### src/rtl/asyn_pipe_pkg.sv
// Shared types and helpers for the stall pipeline entry arbiter.
package asyn_pipe_pkg;

  typedef enum logic [1:0] {
    IDLE,
    SEND,
    DROP,
    DONE
  } arb_state_t;

  localparam int unsigned SYNC_STAGES = 2;
  localparam int unsigned MAX_REQ     = 8;

  // Round-robin pick: first set bit of req at or above ptr, wrapping modulo n.
  function automatic logic [2:0] rr_pick(
    input logic [MAX_REQ-1:0] req,
    input logic [2:0]         ptr,
    input int unsigned        n
  );
    logic [2:0]  win;
    logic        found;
    int unsigned idx;
    win   = '0;
    found = 1'b0;
    for (int unsigned i = 0; i < MAX_REQ; i++) begin
      if (i < n) begin
        idx = (32'(ptr) + i) % n;
        if (!found && req[idx]) begin
          win   = 3'(idx);
          found = 1'b1;
        end
      end
    end
    return win;
  endfunction

endpackage

### src/rtl/stall_entry_arbiter_sync.sv
// Multi-bit flop-chain synchronizer for asynchronous handshake wires.
module sync_2ff
  import asyn_pipe_pkg::*;
#(
  parameter int unsigned WIDTH = 1
) (
  input  logic             clk,
  input  logic             rst,
  input  logic [WIDTH-1:0] d,
  output logic [WIDTH-1:0] q
);

  logic [SYNC_STAGES-1:0][WIDTH-1:0] chain;

  // Shift the raw input through the synchronizer stages.
  always_ff @(posedge clk or posedge rst) begin
    if (rst) begin
      chain <= '0;
    end else begin
      chain <= {chain[SYNC_STAGES-2:0], d};
    end
  end

  assign q = chain[SYNC_STAGES-1];

endmodule

### src/rtl/stall_entry_arbiter.sv
// Round-robin arbiter sharing the stall pipeline input channel between
// N_REQ 4-phase producers; all handshake inputs are synchronized first.
module stall_entry_arbiter
  import asyn_pipe_pkg::*;
#(
  parameter int unsigned N_REQ  = 3,
  parameter int unsigned DATA_W = 8
) (
  input  logic                    clk,
  input  logic                    rst,
  input  logic [N_REQ-1:0]        req_in,
  input  logic [N_REQ*DATA_W-1:0] data_in,
  output logic [N_REQ-1:0]        ack_out,
  output logic                    req_out,
  output logic [DATA_W-1:0]       data_out,
  input  logic                    ack_in,
  input  logic                    hold,
  output logic [N_REQ-1:0]        grant,
  output logic                    busy
);

  arb_state_t         state;
  logic [N_REQ-1:0]   sreq;
  logic               sack;
  logic [2:0]         ptr;
  logic [2:0]         owner;
  logic [MAX_REQ-1:0] sreq_pad;
  logic [2:0]         win;
  logic [N_REQ-1:0]   win_onehot;
  logic [DATA_W-1:0]  win_data;

  sync_2ff #(.WIDTH(N_REQ)) u_sync_req (
    .clk (clk),
    .rst (rst),
    .d   (req_in),
    .q   (sreq)
  );

  sync_2ff #(.WIDTH(1)) u_sync_ack (
    .clk (clk),
    .rst (rst),
    .d   (ack_in),
    .q   (sack)
  );

  // Select the round-robin winner and its one-hot grant and data word.
  always_comb begin
    sreq_pad             = '0;
    sreq_pad[N_REQ-1:0]  = sreq;
    win                  = rr_pick(sreq_pad, ptr, N_REQ);
    win_onehot           = '0;
    win_data             = '0;
    for (int unsigned i = 0; i < N_REQ; i++) begin
      if (32'(win) == i) begin
        win_onehot[i] = 1'b1;
        win_data      = data_in[i*DATA_W +: DATA_W];
      end
    end
  end

  // Handshake FSM with registered outputs, rotation pointer and data latch.
  always_ff @(posedge clk or posedge rst) begin
    if (rst) begin
      state    <= IDLE;
      ptr      <= '0;
      owner    <= '0;
      grant    <= '0;
      ack_out  <= '0;
      req_out  <= 1'b0;
      busy     <= 1'b0;
      data_out <= '0;
    end else begin
      case (state)
        IDLE: begin
          if (!hold && (sreq != '0)) begin
            state    <= SEND;
            owner    <= win;
            grant    <= win_onehot;
            data_out <= win_data;
            req_out  <= 1'b1;
            busy     <= 1'b1;
          end
        end
        SEND: begin
          if (sack) begin
            state   <= DROP;
            req_out <= 1'b0;
          end
        end
        DROP: begin
          if (!sack) begin
            state   <= DONE;
            ack_out <= grant;
          end
        end
        DONE: begin
          // Owner's request is tested through the grant mask, so an early
          // drop during SEND/DROP simply lets DONE exit on its first cycle.
          if ((sreq & grant) == '0) begin
            state   <= IDLE;
            ack_out <= '0;
            grant   <= '0;
            busy    <= 1'b0;
            ptr     <= (owner == 3'(N_REQ - 1)) ? 3'd0 : owner + 3'd1;
          end
        end
        default: state <= IDLE;
      endcase
    end
  end

endmodule

### config.mk
export PLATFORM = sky130hd
export DESIGN_NAME = stall_entry_arbiter
export DESIGN_NICKNAME = d
export VERILOG_FILES = /design/src/rtl/asyn_pipe_pkg.sv /design/src/rtl/stall_entry_arbiter_sync.sv /design/src/rtl/stall_entry_arbiter.sv
export SDC_FILE = /design/constraint.sdc
export NUM_CORES = 1
export LEC_CHECK = 0
export CAP_MARGIN = 10
export CORE_ASPECT_RATIO = 1.1
export CORE_UTILIZATION = 55
export DETAILED_ROUTE_END_ITERATION = 8
export DONT_BUFFER_PORTS = 1
export PLACE_DENSITY_LB_ADDON = 0.08
export SYNTH_ARGS = -nofsm -noshare
export SYNTH_HDL_FRONTEND = slang
export SYNTH_SLANG_ARGS = --single-unit
### constraint.sdc
create_clock -name clk -period 4.1 [get_ports clk]
set_input_delay 0.82 -clock clk [delete_from_list [all_inputs] [get_ports clk]]
set_output_delay 0.82 -clock clk [all_outputs]
set_load 0.01 [all_outputs]
==> results of run 1 <==
[cells by family after synthesis]
logic type               count (synthesis)
buffers and inverters                   26
AND/OR/NAND/NOR                         79
multiplexers                            12
flip-flops                              32
AO/OA/AOI/OAI                           76
adder cells (fa/ha/maj)                 20
XOR/XNOR                                 9
[synth_stat cells (2+ instances only)]
| cell type | number |
|---|---|
| a21oi_1 | 7 |
| a31oi_1 | 3 |
| inv_2 | 3 |
| o211ai_2 | 8 |
| nor2b_1 | 2 |
| a31o_2 | 2 |
| and3_1 | 3 |
| nand2b_1 | 9 |
| ha_1 | 20 |
| a211oi_1 | 2 |
| buf_6 | 2 |
| nand2_1 | 29 |
| o32a_1 | 2 |
| mux2i_1 | 11 |
| o21ai_0 | 12 |
| dfrtp_1 | 32 |
| and2_1 | 4 |
| nand3b_1 | 3 |
| o21a_1 | 2 |
| a211o_1 | 2 |
| or3_1 | 2 |
| o311a_1 | 2 |
| nor3_1 | 4 |
| buf_2 | 4 |
| inv_1 | 13 |
| nand2_2 | 2 |
| a21o_1 | 4 |
| nand3_1 | 4 |
| o211ai_1 | 10 |
| xnor2_1 | 7 |
| o31ai_1 | 3 |
| clkbuf_1 | 4 |
| nor2_1 | 10 |
| a32o_1 | 2 |
[metrics by stage]
step / setup WS [ps] / cell area (um^2) / utilization
floorplan: 77.3 / 2400 / -
global placement: 126 / 2500 / 0.612
detailed placement: 15.9 / 2500 / 0.612
CTS: 0.927 / 2590 / 0.634
global route: 6.54 / 2650 / 0.649
finish: 263 / 2650 / 0.649
[worst max-delay path, cell delays in order (launching register included)]
cell       delay, ps
dfrtp_2          430
inv_1            130
buf_4            180
ha_1             280
inv_1             40
a311oi_1         310
xnor2_1          160
ha_1             240
a21o_1           190
a31oi_2          240
xnor2_1          130
a2111oi_0        400
nor3b_1          330
a22oi_2          150
buf_6            180
mux2i_2          220
o211ai_2         100
[metal layers]
layer,wire [um],up-vias
met5,0,-
met3,157,5
met2,2760,37
met1,2300,925
met4,46,0
li1,-,951
[placed cells by master, fill, tap and decap left out, types with 3 or more instances in the layout]
cell type   n
dfrtp_1    31
ha_1       19
o21ai_0    12
xnor2_1     7
inv_2       3
nor2_1     10
inv_1      13
o31ai_1     3
and2_1      4
a21o_1      4
mux2i_1     9
nor3_1      4
o211ai_2    8
nand3b_1    3
nand3_1     4
buf_4      11
a21oi_1     7
nand2b_1    9
and3_1      3
nand2_1    29
o211ai_1   10
clkbuf_8    6
[final timing paths]
path                                startpoint           end  slack [ps]  depth (start not counted)
max                                     ptr[1]   data_out[1]         260                         16
min                        u_sync_ack.chain[0]  u_sync_ack.q         350                          0
max reg2reg                             ptr[1]   data_out[1]         260                         16
min reg2reg                u_sync_ack.chain[0]  u_sync_ack.q         350                          0
max in group asynchronous                  rst        ptr[1]        3280                          2
min in group asynchronous                  rst      owner[1]         510                          2
[area by class of cell]
| class | count | area share |
|---|---|---|
| tap | 52 | 0.0245 |
| inverter | 16 | 0.0227 |
| multi-input combinational | 197 | 0.581 |
| sequential | 32 | 0.303 |
| timing repair buffer | 12 | 0.0354 |
| clock buffer | 8 | 0.0340 |
[registers in the layout, summed over array words and instances, names as in the netlist, 2 cells and up]
register / cells
data_out: 8
ack_out: 3
grant: 3
owner: 3
ptr: 3
u_sync_req.chain: 3
u_sync_req.q: 3
state: 2
[timing repair]
item,in CTS,in global routing
resized for setup,0,10
endpoints found under the hold margin,0,0
endpoints found under the setup margin,0,10
==> run_results.csv, run 1 <==
group,metric,value,unit
run_status,status,"finished clean",
detailed_routing,wl_per_cell,16.6,um
detailed_routing,drtIter0Drc,160,
placement,numPlacedInstances,308,
synthesis,synthTopCellsByArea,"dfrtp_1, ha_1, mux2i_1",
sta,min_period,3840,ps
sta,finalHoldViolations,0,
finish,multiInputGateArea,0.00154,mm^2
finish,syn2layout_area_growth,10.3,%
finish,ff_latch_area,802,um^2
synthesis,synthXorXnorAreaFrac,0.0359,
detailed_routing,vias,1918,
worst_setup_path,required,4260,ps
worst_setup_path,cp_data_arrival_time,4000,ps
synthesis,ys_types,59,
synthesis,synth-edff-count,0,
grt,grt_first_pass_wirelength,8.60,mm
synthesis,syn-num-nets,305,
placement,dpl.hpwl,3.88,mm
synthesis,synth_cells,254,
grt,antenna_found_initial,0,
floorplan,coreArea,0.00408,mm^2
grt,grt_pass1_vias,1846,
floorplan,ios,47,
placement,io_buffer_count,0,
sta,skew,7.40,ps
grt,use_met2,0.402,
synthesis,synth_area,0.00240,mm^2
finish,nFillCells,349,
worst_setup_path,criticalPathCategory,"reg2reg",
sta,fin_crit_sh,0.936,
floorplan,dieWidth,65.0,um
floorplan,die_height,71.3,um
synthesis,synth-seq-cells,32,
synthesis,synth_top_family_by_area,"compound AO/OA/AOI/OAI gates",
synthesis,synth_simple_gate_area_share,0.168,
clock_tree,cts_tree,"yes",
hold_path,worstHoldPathType,"reg2reg",
synthesis,synthFlopType,"dfrtp_1",
synthesis,synth_fa_ha_area_frac,0.104,
floorplan,start_util,0.589,
sta,setup_tns,0,ps
grt,use_met3,0.0382,
finish,nets,315,
job,max-cap-violations,0,
synthesis,synth_largest_area_cell,"dfrtp_1",
synthesis,avgSynthCellArea,9.46,um^2
synthesis,async_reset_ff_frac,1.00,
synthesis,ys_warn_count,0,
worst_setup_path,cp-start-kind,"register",
floorplan,num_rows,24,
sta,setup_viol,0,
finish,layout-drive-gt1-share,0.189,
sta,tightest_slew,477,ps
detailed_routing,postRouteAntennaNets,0,
sta,slew_violations,0,
clock_tree,hold_buffers,0,
finish,antenna_cells,0,
detailed_routing,via_per_inst,6.05,
sta,slew_headroom,0.678,
clock_tree,clock_latency,280,ps
grt,gr-usage-all-layers,0.239,
detailed_routing,wl,5.26,mm
placement,place.gp.congestion,0.795,
synthesis,synth_compound_area_frac,0.260,
clock_tree,clkSinkCount,32,
clock_tree,cts.clk_slew.worst_paths,70,ps
sta,rsz0062_at_grt,"no",
clock_tree,htreeDepth,2,
grt,grt_max_degree,33,
grt,grt-ovfl-total,0,
synthesis,synth.yosys.seq_area_share,0.333,
worst_setup_path,end_kind,"register",
finish,final_cells,317,
grt,busiest_layer,"met2",
clock_tree,clk_path_buf_depth,2,
worst_setup_path,path_max_fanout,8,
floorplan,die_area,0.00464,mm^2
synthesis,synth.area.mux_share,0.0505,
clock_tree,numCtsBuffers,5,
detailed_routing,drt_first_pass_iters,4,
grt,grt_use_met1,0.315,
clock_tree,root_buffer,"clkbuf_8",
clock_tree,cts_setup_buffers,0,
sta,fmax,261,MHz
sta,whs,347,ps
detailed_routing,drc,0,
synthesis,synth.top_cell.area_share,0.333,
Power of run 1 is left out: the tool's default activity adds up to more than one toggle a clock period on the data nets, which glitch-free logic cannot reach.
==> run 2, diff against run 1 <==
CORE_UTILIZATION = 58   (was 55)
==> run_results.csv, run 2 (synthesis gave the netlist of run 1 again) <==
group,metric,value,unit
run_status,status,"finished clean",
floorplan,num_rows,24,
floorplan,ios,47,
grt,gr-usage-all-layers,0.242,
detailed_routing,drtIter0Drc,92,
clock_tree,numCtsBuffers,5,
placement,place_area,0.00251,mm^2
worst_setup_path,crit_buf_inv,2,
clock_tree,clock_latency,280,ps
detailed_routing,drc,0,
finish,nFillCells,337,
worst_setup_path,required,4260,ps
worst_setup_path,crit_path_frequent_cell,"ha_1",
finish,layout_commonest_cell,"dfrtp_1",
worst_setup_path,path_cells,"ha_1 -> xnor2_2 -> inv_2 -> ha_1 -> nand3_1 -> a22oi_2 -> nand2_2 -> xor2_2 -> ha_1 -> nand3b_1 -> o21a_1 -> a31oi_1 -> o21ai_0 -> a32o_1 -> a22oi_2 -> buf_4 -> mux2i_1 -> o211ai_2",
placement,io_buffer_count,0,
floorplan,die_area,0.00441,mm^2
hold_path,holdPathStages,0,
sta,min_period,3940,ps
clock_tree,cts_tree,"yes",
sta,slew_violations,0,
hold_path,worstHoldPathType,"reg2reg",
worst_setup_path,worst_r2r_endpoint,"data_out[6]",
worst_setup_path,r2r_slack,160,ps
finish,fin_area,0.00272,mm^2
worst_setup_path,rr_worst_depth,18,
hold_path,worst_hold_path.endpoint,"u_sync_req.q[1]",
floorplan,dieWidth,63.4,um
grt,grt-ovfl-total,0,
worst_setup_path,path_max_fanout,4,
job,max-cap-violations,0,
hold_path,min_from,"u_sync_req.chain[1]",
clock_tree,cts.clk_slew.worst_paths,70,ps
placement,dpl.hpwl,3.78,mm
floorplan,start_util,0.606,
floorplan,die_height,69.5,um
worst_setup_path,cp_data_arrival_time,4090,ps
worst_setup_path,criticalPathCategory,"reg2reg",
clock_tree,root_buffer,"clkbuf_8",
detailed_routing,drt_first_pass_iters,4,
detailed_routing,wl_per_cell,16.2,um
worst_setup_path,worst_path_max_delay_cell,"dfrtp_1",
placement,place.gp.congestion,0.850,
finish,nets,319,
sta,setup_viol,0,
sta,tightest_slew,515,ps
sta,finalHoldViolations,0,
detailed_routing,postRouteAntennaNets,0,
grt,grt_max_degree,27,
finish,fin_util,0.686,
detailed_routing,via_per_inst,6.20,
sta,fin_crit_sh,0.960,
grt,antenna_found_initial,0,
finish,final_cell_mix,"dfrtp_1, nand2_1, ha_1, buf_4, inv_1",
floorplan,coreArea,0.00396,mm^2
finish,largest_register,"data_out",
worst_setup_path,end_kind,"register",
sta,fmax,254,MHz
grt,grt_pass1_vias,1856,
clock_tree,clk_path_buf_depth,2,
sta,whs,342,ps
sta,skew,7.95,ps
grt,grt_first_pass_wirelength,8.41,mm
detailed_routing,vias,1990,
finish,syn2layout_area_growth,13.1,%
finish,largest_register_ffs,8,
clock_tree,clkSinkCount,32,
detailed_routing,wl,5.21,mm
worst_setup_path,cpPeakStageDelay,410,ps
clock_tree,hold_buffers,0,
finish,antenna_cells,0,
worst_setup_path,crit_family,"compound AO/OA/AOI/OAI gates",
finish,layout-drive-gt1-share,0.212,
clock_tree,htreeDepth,2,
worst_setup_path,cp-start-kind,"register",
worst_setup_path,r2r-start,"ptr[1]",
sta,slew_headroom,0.652,
## run 2: worst max-delay path by stage
stage | to | depth (start not counted) | from
6_report | data_out[6] | 18 | ptr[1]
5_1_grt | data_out[5] | 15 | ptr[0]
4_1_cts | data_out[3] | 18 | ptr[1]
3_5_place_dp | data_out[1] | 17 | ptr[1]
3_3_place_gp | data_out[6] | 17 | ptr[1]
2_1_floorplan | data_out[0] | 19 | ptr[0]
## run 2: worst reg2reg max path, stage by stage (launching register included)
cell and delay [ps]:
dfrtp_1 410, ha_1 230, xnor2_2 170, inv_2 60
ha_1 320, nand3_1 90, a22oi_2 220, nand2_2 120
xor2_2 170, ha_1 340, nand3b_1 200, o21a_1 150
a31oi_1 170, o21ai_0 110, a32o_1 250, a22oi_2 260
buf_4 200, mux2i_1 240, o211ai_2 90
## run 2: repair_timing
item	CTS	global route
cloned	0	1
setup buffers	0	3
setup endpoints to repair	7	9
pin swaps	0	3
resized for setup	1	14
## run 2: cell type report
class / count / area, um^2 / area share
clock inverters: 1 / 30.0 / 0.0110
inverters: 16 / 60.1 / 0.0221
multi-input cells: 196 / 1540 / 0.565
repair buffers: 17 / 131 / 0.0483
flip-flops and latches: 32 / 801 / 0.295
clock buffers: 7 / 96.3 / 0.0354
well taps: 52 / 65.1 / 0.0239
## run 2: metal layers
layer,GRT usage,share of wire
met1,0.306,0.44
met2,0.401,0.48
met3,0.0559,0.054
met4,0.0909,0.025
met5,0,0
## run 2: stage by stage
| step | setup TNS [ps] | cells | worst slack (ps) |
|---|---|---|---|
| detailed placement | 0 | 309 | 11.8 |
| CTS | 0 | 317 | 55.3 |
| finish | 0 | 321 | 165 |
| floorplan | 0 | 254 | 77.3 |
| global placement | 0 | 309 | 137 |
| global route | -14.6 | 321 | -10.3 |
Power of run 2 is left out for the same reason.
